--- src/rtl/psw_flag_unit.sv ---
// PSW flag register (N,Z,V,C as JK flops) with direct load, a LIFO save/restore
// stack for interrupt entry/return, and a registered branch-condition evaluator.
module psw_flag_unit #(
  parameter int DEPTH = 4
) (
  input  logic       clk,
  input  logic       rst,
  input  logic       J_N,
  input  logic       K_N,
  input  logic       J_Z,
  input  logic       K_Z,
  input  logic       J_V,
  input  logic       K_V,
  input  logic       J_C,
  input  logic       K_C,
  input  logic       psw_we,
  input  logic [3:0] psw_wdata,
  input  logic       save,
  input  logic       restore,
  input  logic       cond_eval,
  input  logic [3:0] cond_code,
  output logic       N,
  output logic       Z,
  output logic       V,
  output logic       C,
  output logic [3:0] psw,
  output logic       branch_valid,
  output logic       branch_taken,
  output logic       stack_full,
  output logic       stack_empty,
  output logic       stack_err
);

  localparam int CW = $clog2(DEPTH + 1);

  logic [3:0]    psw_q, psw_d;
  logic [CW-1:0] count_q, count_d;
  logic [3:0]    stack_q [DEPTH];
  logic          bv_q, bt_q, bt_d, err_q, err_d, full_q, empty_q;
  logic [3:0]    j_s, k_s, top_s;
  logic          is_full_s, is_empty_s, push_ok_s, pop_ok_s;

  // Condition codes evaluate against {N,Z,V,C} as it stood before this edge.
  function automatic logic cond_fn(input logic [3:0] code, input logic [3:0] f);
    logic n, z, v, c;
    n = f[3];
    z = f[2];
    v = f[1];
    c = f[0];
    case (code)
      4'd0:    cond_fn = 1'b1;
      4'd1:    cond_fn = z;
      4'd2:    cond_fn = ~z;
      4'd3:    cond_fn = n;
      4'd4:    cond_fn = ~n;
      4'd5:    cond_fn = v;
      4'd6:    cond_fn = ~v;
      4'd7:    cond_fn = c;
      4'd8:    cond_fn = ~c;
      4'd9:    cond_fn = n ^ v;
      4'd10:   cond_fn = ~(n ^ v);
      4'd11:   cond_fn = z | (n ^ v);
      4'd12:   cond_fn = ~(z | (n ^ v));
      4'd13:   cond_fn = ~(c | z);
      4'd14:   cond_fn = c | z;
      default: cond_fn = 1'b0;
    endcase
  endfunction

  // Next-state: stack arbitration, PSW source priority, branch evaluation.
  always_comb begin
    j_s = {J_N, J_Z, J_V, J_C};
    k_s = {K_N, K_Z, K_V, K_C};
    top_s = 4'b0000;
    for (int i = 0; i < DEPTH; i++) begin
      if (CW'(i + 1) == count_q) begin
        top_s = stack_q[i];
      end else begin
        top_s = top_s;
      end
    end
    is_full_s  = (count_q == CW'(DEPTH));
    is_empty_s = (count_q == {CW{1'b0}});
    // Simultaneous save+restore is treated as illegal and neither is performed.
    push_ok_s = save & ~restore & ~is_full_s;
    pop_ok_s  = restore & ~save & ~is_empty_s;
    err_d     = (save & restore) | (save & ~restore & is_full_s) |
                (restore & ~save & is_empty_s);
    if (push_ok_s) begin
      count_d = count_q + CW'(1);
    end else if (pop_ok_s) begin
      count_d = count_q - CW'(1);
    end else begin
      count_d = count_q;
    end
    if (pop_ok_s) begin
      psw_d = top_s;
    end else if (psw_we) begin
      psw_d = psw_wdata;
    end else begin
      psw_d = (j_s & ~psw_q) | (~k_s & psw_q);
    end
    if (cond_eval) begin
      bt_d = cond_fn(cond_code, psw_q);
    end else begin
      bt_d = bt_q;
    end
  end

  // State and registered status outputs.
  always_ff @(posedge clk or posedge rst) begin
    if (rst) begin
      psw_q   <= 4'b0000;
      count_q <= {CW{1'b0}};
      bv_q    <= 1'b0;
      bt_q    <= 1'b0;
      err_q   <= 1'b0;
      full_q  <= 1'b0;
      empty_q <= 1'b1;
    end else begin
      psw_q   <= psw_d;
      count_q <= count_d;
      bv_q    <= cond_eval;
      bt_q    <= bt_d;
      err_q   <= err_d;
      full_q  <= (count_d == CW'(DEPTH));
      empty_q <= (count_d == {CW{1'b0}});
    end
  end

  // Stack storage needs no reset; only entries below count are ever read.
  always_ff @(posedge clk) begin
    for (int i = 0; i < DEPTH; i++) begin
      if (push_ok_s && (count_q == CW'(i))) begin
        stack_q[i] <= psw_q;
      end
    end
  end

  assign psw          = psw_q;
  assign N            = psw_q[3];
  assign Z            = psw_q[2];
  assign V            = psw_q[1];
  assign C            = psw_q[0];
  assign branch_valid = bv_q;
  assign branch_taken = bt_q;
  assign stack_full   = full_q;
  assign stack_empty  = empty_q;
  assign stack_err    = err_q;

endmodule
--- config.mk ---
export PLATFORM = sky130hd
export DESIGN_NAME = psw_flag_unit
export DESIGN_NICKNAME = d
export VERILOG_FILES = /design/src/rtl/psw_flag_unit.sv
export SDC_FILE = /design/constraint.sdc
export NUM_CORES = 1
export LEC_CHECK = 0
export ABC_CLOCK_PERIOD_IN_PS = 2400
export CAP_MARGIN = 20
export CORE_MARGIN = 8
export CORE_UTILIZATION = 30
export CTS_CLUSTER_SIZE = 16
export DETAILED_ROUTE_END_ITERATION = 10
export GPL_ROUTABILITY_DRIVEN = 0
export SETUP_SLACK_MARGIN = 0.05
export SLEW_MARGIN = 10
export SYNTH_ARGS = -nofsm -noshare
export SYNTH_HDL_FRONTEND = slang
export SYNTH_SLANG_ARGS = --single-unit
--- constraint.sdc ---
create_clock -name clk -period 2.4 [get_ports clk]
set_input_delay 0.48 -clock clk [delete_from_list [all_inputs] [get_ports clk]]
set_output_delay 0.48 -clock clk [all_outputs]
set_load 0.005 [all_outputs]
### After elaboration in Yosys (flattened, before gate mapping)

Memories as Yosys holds them, arrays and structs flattened.
Cells that the tools add are included.

* register bits: 12
* memory bits (writable): 16
* input bits: 22
* output and inout bits: 13
* logic and storage cells: 97
* memories: 1

* $add $sub $neg: 2
* equal/unequal tests: 23
* muxes and demuxes: 26
* bitwise operators: 28
* reductions and logical operators: 10

Memory list
* stack_q: words 4, width 4, rd ports 4, clocked after Yosys merged registers in 0, wr ports 1, line 38 `logic [3:0] stack_q [DEPTH];`

Operator list (number)
* 2-to-1 mux 4 bit: 9
* equality test 4 bit (second input constant): 7
* equality test 4 x 3 -> 1 bit (second input constant): 4
* one-hot mux 1 bit (15 select lines): 1
* OR reduction 4 bit: 3
* 2-to-1 mux 1 bit: 11
* NOT 1 bit: 11
* bitwise AND 4 bit: 2
* equality test 4 x 2 -> 1 bit (second input constant): 2
* NOT 4 bit: 2
* bitwise AND 1 bit: 7
* equality test 2 x 3 -> 1 bit (first input constant): 2
* equality test 3 x 2 -> 1 bit (second input constant): 2
* equality test 3 bit (second input constant): 2
* zero test 3 bit: 2
* 2-to-1 mux 2 bit: 3
* 2-to-1 mux 3 bit: 2
* equality test 4 x 1 -> 1 bit (second input constant): 1
* logical AND 1 bit: 4
* zero test 4 bit: 1
* bitwise OR 1 bit: 4
* bitwise OR 4 bit: 1
* adder 3 x 1 -> 3 bit (second input constant): 1
* equality test 1 x 3 -> 1 bit (first input constant): 1
* other kinds (4): 4

### Longest topological paths before layout

* depth in word-level cells: 10
* gate-level depth with buffers: 8
* depth with buffers taken out: 6

### Least setup slack after synthesis

Ideal clock, no wire load.

* path kind: register to register
* from: register count_q[0]
* to: memory stack_q[0][0] (enable)
* setup time: 0.329 ns
* arrival: 1.601 ns
* required time: 2.071 ns
* setup slack: 0.470 ns
* cell stages (with the launch flop): 8
* cell sequence: dfrtp_1 -> inv_1 -> ha_1 -> and2_1 -> buf_2 -> or2_0 -> buf_2 -> nor2_1

* cells in the longest elaborated chain, start to end: 10

RTL lines
* start: declaration: line 37 `logic [CW-1:0] count_q, count_d;`
* start signal: assignment: line 114 `count_q <= {CW{1'b0}};`
* start signal: assignment: line 122 `count_q <= count_d;`
* equality test 3 bit: line 82 `is_full_s = (count_q == CW'(DEPTH));`
* NOT 1 bit: line 85 `push_ok_s = save & ~restore & ~is_full_s;`
* bitwise AND 1 bit: line 85
* logical AND 1 bit: line 134 `if (push_ok_s && (count_q == CW'(i))) begin`
* 2-to-1 mux 1 bit: line 134
* 2-to-1 mux 1 bit (not written as such): line 135 `stack_q[i] <= psw_q;`
* OR reduction 4 bit (no line)
* 2-to-1 mux 2 bit (no line) or 2-to-1 mux 1 bit (tied branches) (3 in a row)
* end: declaration: line 38

Several ways; a longest one is shown, not always the timed one.

### Final worst setup path

* from: register count_q[0]
* to: memory stack_q[3][2] (enable)

Same word-level chain as after synthesis.

==> flow_summary.json <==
{
  "initial_core_util_pct": 31.4,
  "clk_pin_slew_ns": 0.08,
  "timing.final.max_slew_violations": 0,
  "hold_ws_ns": 0.510,
  "clkSinkCount": 28,
  "num_io_pins": 35,
  "ys_types": 41,
  "power_w": 0.00187,
  "worstPathArrival_ns": 2.03,
  "wirelength_um": 3940,
  "post-route-util_pct": 39.8,
  "fin_skew_ns": 0.00970,
  "final_cell_mix": "34 x clkdlybuf4s50_1, 16 x edfxtp_1, 13 x nand2_1",
  "synth_seq_cells": 28,
  "crit_fanout": 8,
  "holdCritPathClass": "primary input to asynchronous set/reset pin",
  "wire_per_inst_um": 15.3,
  "synth_seq_area_share_pct": 48.2,
  "core.rowCount": 26,
  "antenna_left": 0,
  "syn-num-nets": 186,
  "start_kind": "register",
  "drc": 0,
  "synth_flop_cell": "edfxtp_1",
  "ys_warn_count": 0,
  "max_slew.worst_pin.slew_ns": 0.495,
  "fin_crit_sh_pct": 86.6,
  "syn_area_per_cell_um2": 10.3,
  "diodes": 0,
  "dieHeight_um": 89.6,
  "rsz0062_at_grt": "no",
  "rr_startpoint": "count_q[0]",
  "clkLatencyLatePin_ns": 0.28,
  "p_per_area_nw_per_um2": 906,
  "cts_resized": 0,
  "nNetsFinal": 217,
  "cts_root_buffer": "clkbuf_8",
  "tns_ns": 0,
  "cts_tree": "done",
  "grt_remaining_overflow": 0,
  "drive_above_1_share_pct": 7.45,
  "end_kind": "register",
  "routed_via_density": 5.00,
  "max_slew_margin_pct": 66.1,
  "grt_pass1_vias": 1344,
  "ff2ff_setup_slack_ns": 0.32,
  "grt_pass1_wl_um": 6330,
  "grt_max_degree": 16,
  "critPathKind": "register to register",
  "status": "complete, no violations",
  "grt_usage_pct": 10.3,
  "reg2reg_depth": 5,
  "fill_cells": 508,
  "worst_ep_required_time_ns": 2.35,
  "ir_drop_v": 0.000378,
  "p_leak_nw": 0.764,
  "drt-pass1-iter-count": 4,
  "fp.dieArea_um2": 8020,
  "portBuffers": 34,
  "maxCapViolCount": 0,
  "hold_buffers": 0,
  "hpwl_um": 3010,
  "postCtsSetupBuffers": 0,
  "cts.path.max_buffers": 2,
  "syn_inst": 158,
  "synth-edff-count": 16,
  "syn-cell-area_um2": 1620,
  "antenna_found_initial": 0,
  "hold_viol": 0,
  "h-tree-depth": 1,
  "area_growth_pct": 26.9,
  "setup_viol": 0,
  "layout_min_cycle_time_ns": 2.08,
  "cts_buffers": 3,
  "die_w_um": 89.6,
  "core-area_um2": 5170,
  "final_common_cell": "clkdlybuf4s50_1",
  "fmax_ghz": 0.481,
  "synthArstFlopShare_pct": 42.9,
  "drt_iter0_markers": 92,
  "rr_endpoint": "stack_q[3][2]",
  "via_count": 1290
}
-- sequential cells by signal (all words and copies together) (netlist names) --
register	count
branch_taken	1
stack_empty	1
psw	4
stack_err	1
count_q	3
stack_full	1
branch_valid	1
stack_q	16
-- per-stage QoR --
stage | instance area [um^2] | setup slack (ns) | cells
after floorplan | 1620 | 0.470 | 158
after global placement | 2010 | 0.221 | 254
after detailed placement | 2010 | 0.186 | 254
after CTS | 2060 | 0.318 | 258
after global routing | 2060 | 0.114 | 258
final | 2060 | 0.321 | 258
-- cell type report --
| cell class | instances | area (um^2) | share of cell area, % |
|---|---|---|---|
| Multi-Input combinational cell | 109 | 733 | 35.6 |
| Tap cell | 70 | 87.6 | 4.25 |
| Inverter | 7 | 26.3 | 1.28 |
| Clock buffer | 4 | 45.0 | 2.19 |
| Timing Repair Buffer | 40 | 385 | 18.7 |
| Sequential cell | 28 | 782 | 38.0 |
-- worst max-delay path by stage --
stage	startpoint	to	slack, ns	cells after the start
5_1_grt	count_q[0]	stack_q[3][2]	0.11	5
6_report	count_q[0]	stack_q[3][2]	0.32	5
3_3_place_gp	save	psw[0]	0.22	4
4_1_cts	count_q[0]	stack_q[3][2]	0.32	5
3_5_place_dp	save	stack_q[3][2]	0.19	4
2_1_floorplan	count_q[0]	stack_q[0][0]	0.47	7
-- per-layer routing --
layer | vias up | track usage, % | share of wire, %
met4 | 0 | 4.83 | 1.7
met5 | - | 0 | 0
met3 | 7 | 2.30 | 5.6
met2 | 36 | 17.1 | 46
li1 | 638 | - | -
met1 | 609 | 12.4 | 47
-- Yosys cell counts (2+ instances only) --
| cell type | count | area, um^2 |
|---|---|---|
| dfrtp_1 | 11 | 275 |
| clkbuf_1 | 3 | 11.3 |
| o21ai_1 | 4 | 20.0 |
| o21ai_0 | 4 | 20.0 |
| inv_1 | 7 | 26.3 |
| buf_4 | 4 | 30.0 |
| nor2b_1 | 5 | 31.3 |
| edfxtp_1 | 16 | 480 |
| o31ai_1 | 2 | 15.0 |
| nand2b_1 | 4 | 25.0 |
| a311oi_1 | 4 | 35.0 |
| nor2_1 | 12 | 45.0 |
| nor3_1 | 3 | 15.0 |
| a21oi_1 | 10 | 50.1 |
| ha_1 | 6 | 75.1 |
| mux2i_1 | 5 | 50.1 |
| nand2_1 | 13 | 48.8 |
| and4b_1 | 3 | 30.0 |
| a31oi_1 | 3 | 18.8 |
| nor3b_1 | 3 | 22.5 |
| nand3b_1 | 6 | 45.0 |
| buf_2 | 4 | 20.0 |
| or4b_1 | 3 | 30.0 |
| a2111oi_0 | 5 | 43.8 |
| nand4_1 | 2 | 12.5 |
-- report_power, final --
part | total (W) | leakage, nW | switching [W] | internal, W
registers | 0.000790 | 0.286 | 0.000149 | 0.000641
logic | 0.000817 | 0.455 | 0.000403 | 0.000414
clock network | 0.000258 | 0.0228 | 0.000139 | 0.000119
-- logic make-up after synthesis --
| group | after synthesis | synth area share, % |
|---|---|---|
| compound gates | 36 | 14.9 |
| xor+xnor | 2 | 1.08 |
| fa+ha+maj | 6 | 4.63 |
| buf+inv | 21 | 6.63 |
| flops | 28 | 48.2 |
| mux | 6 | 3.78 |
| simple gates | 59 | 20.8 |
-- critical path, cell delays in order (launching register included) --
cell and delay, ns:
dfrtp_1 0.39, inv_1 0.12, ha_1 0.31, and2_1 0.27, or2_0 0.35, nor2_1 0.31
No activity file was read; power rests on OpenSTA's default activity.
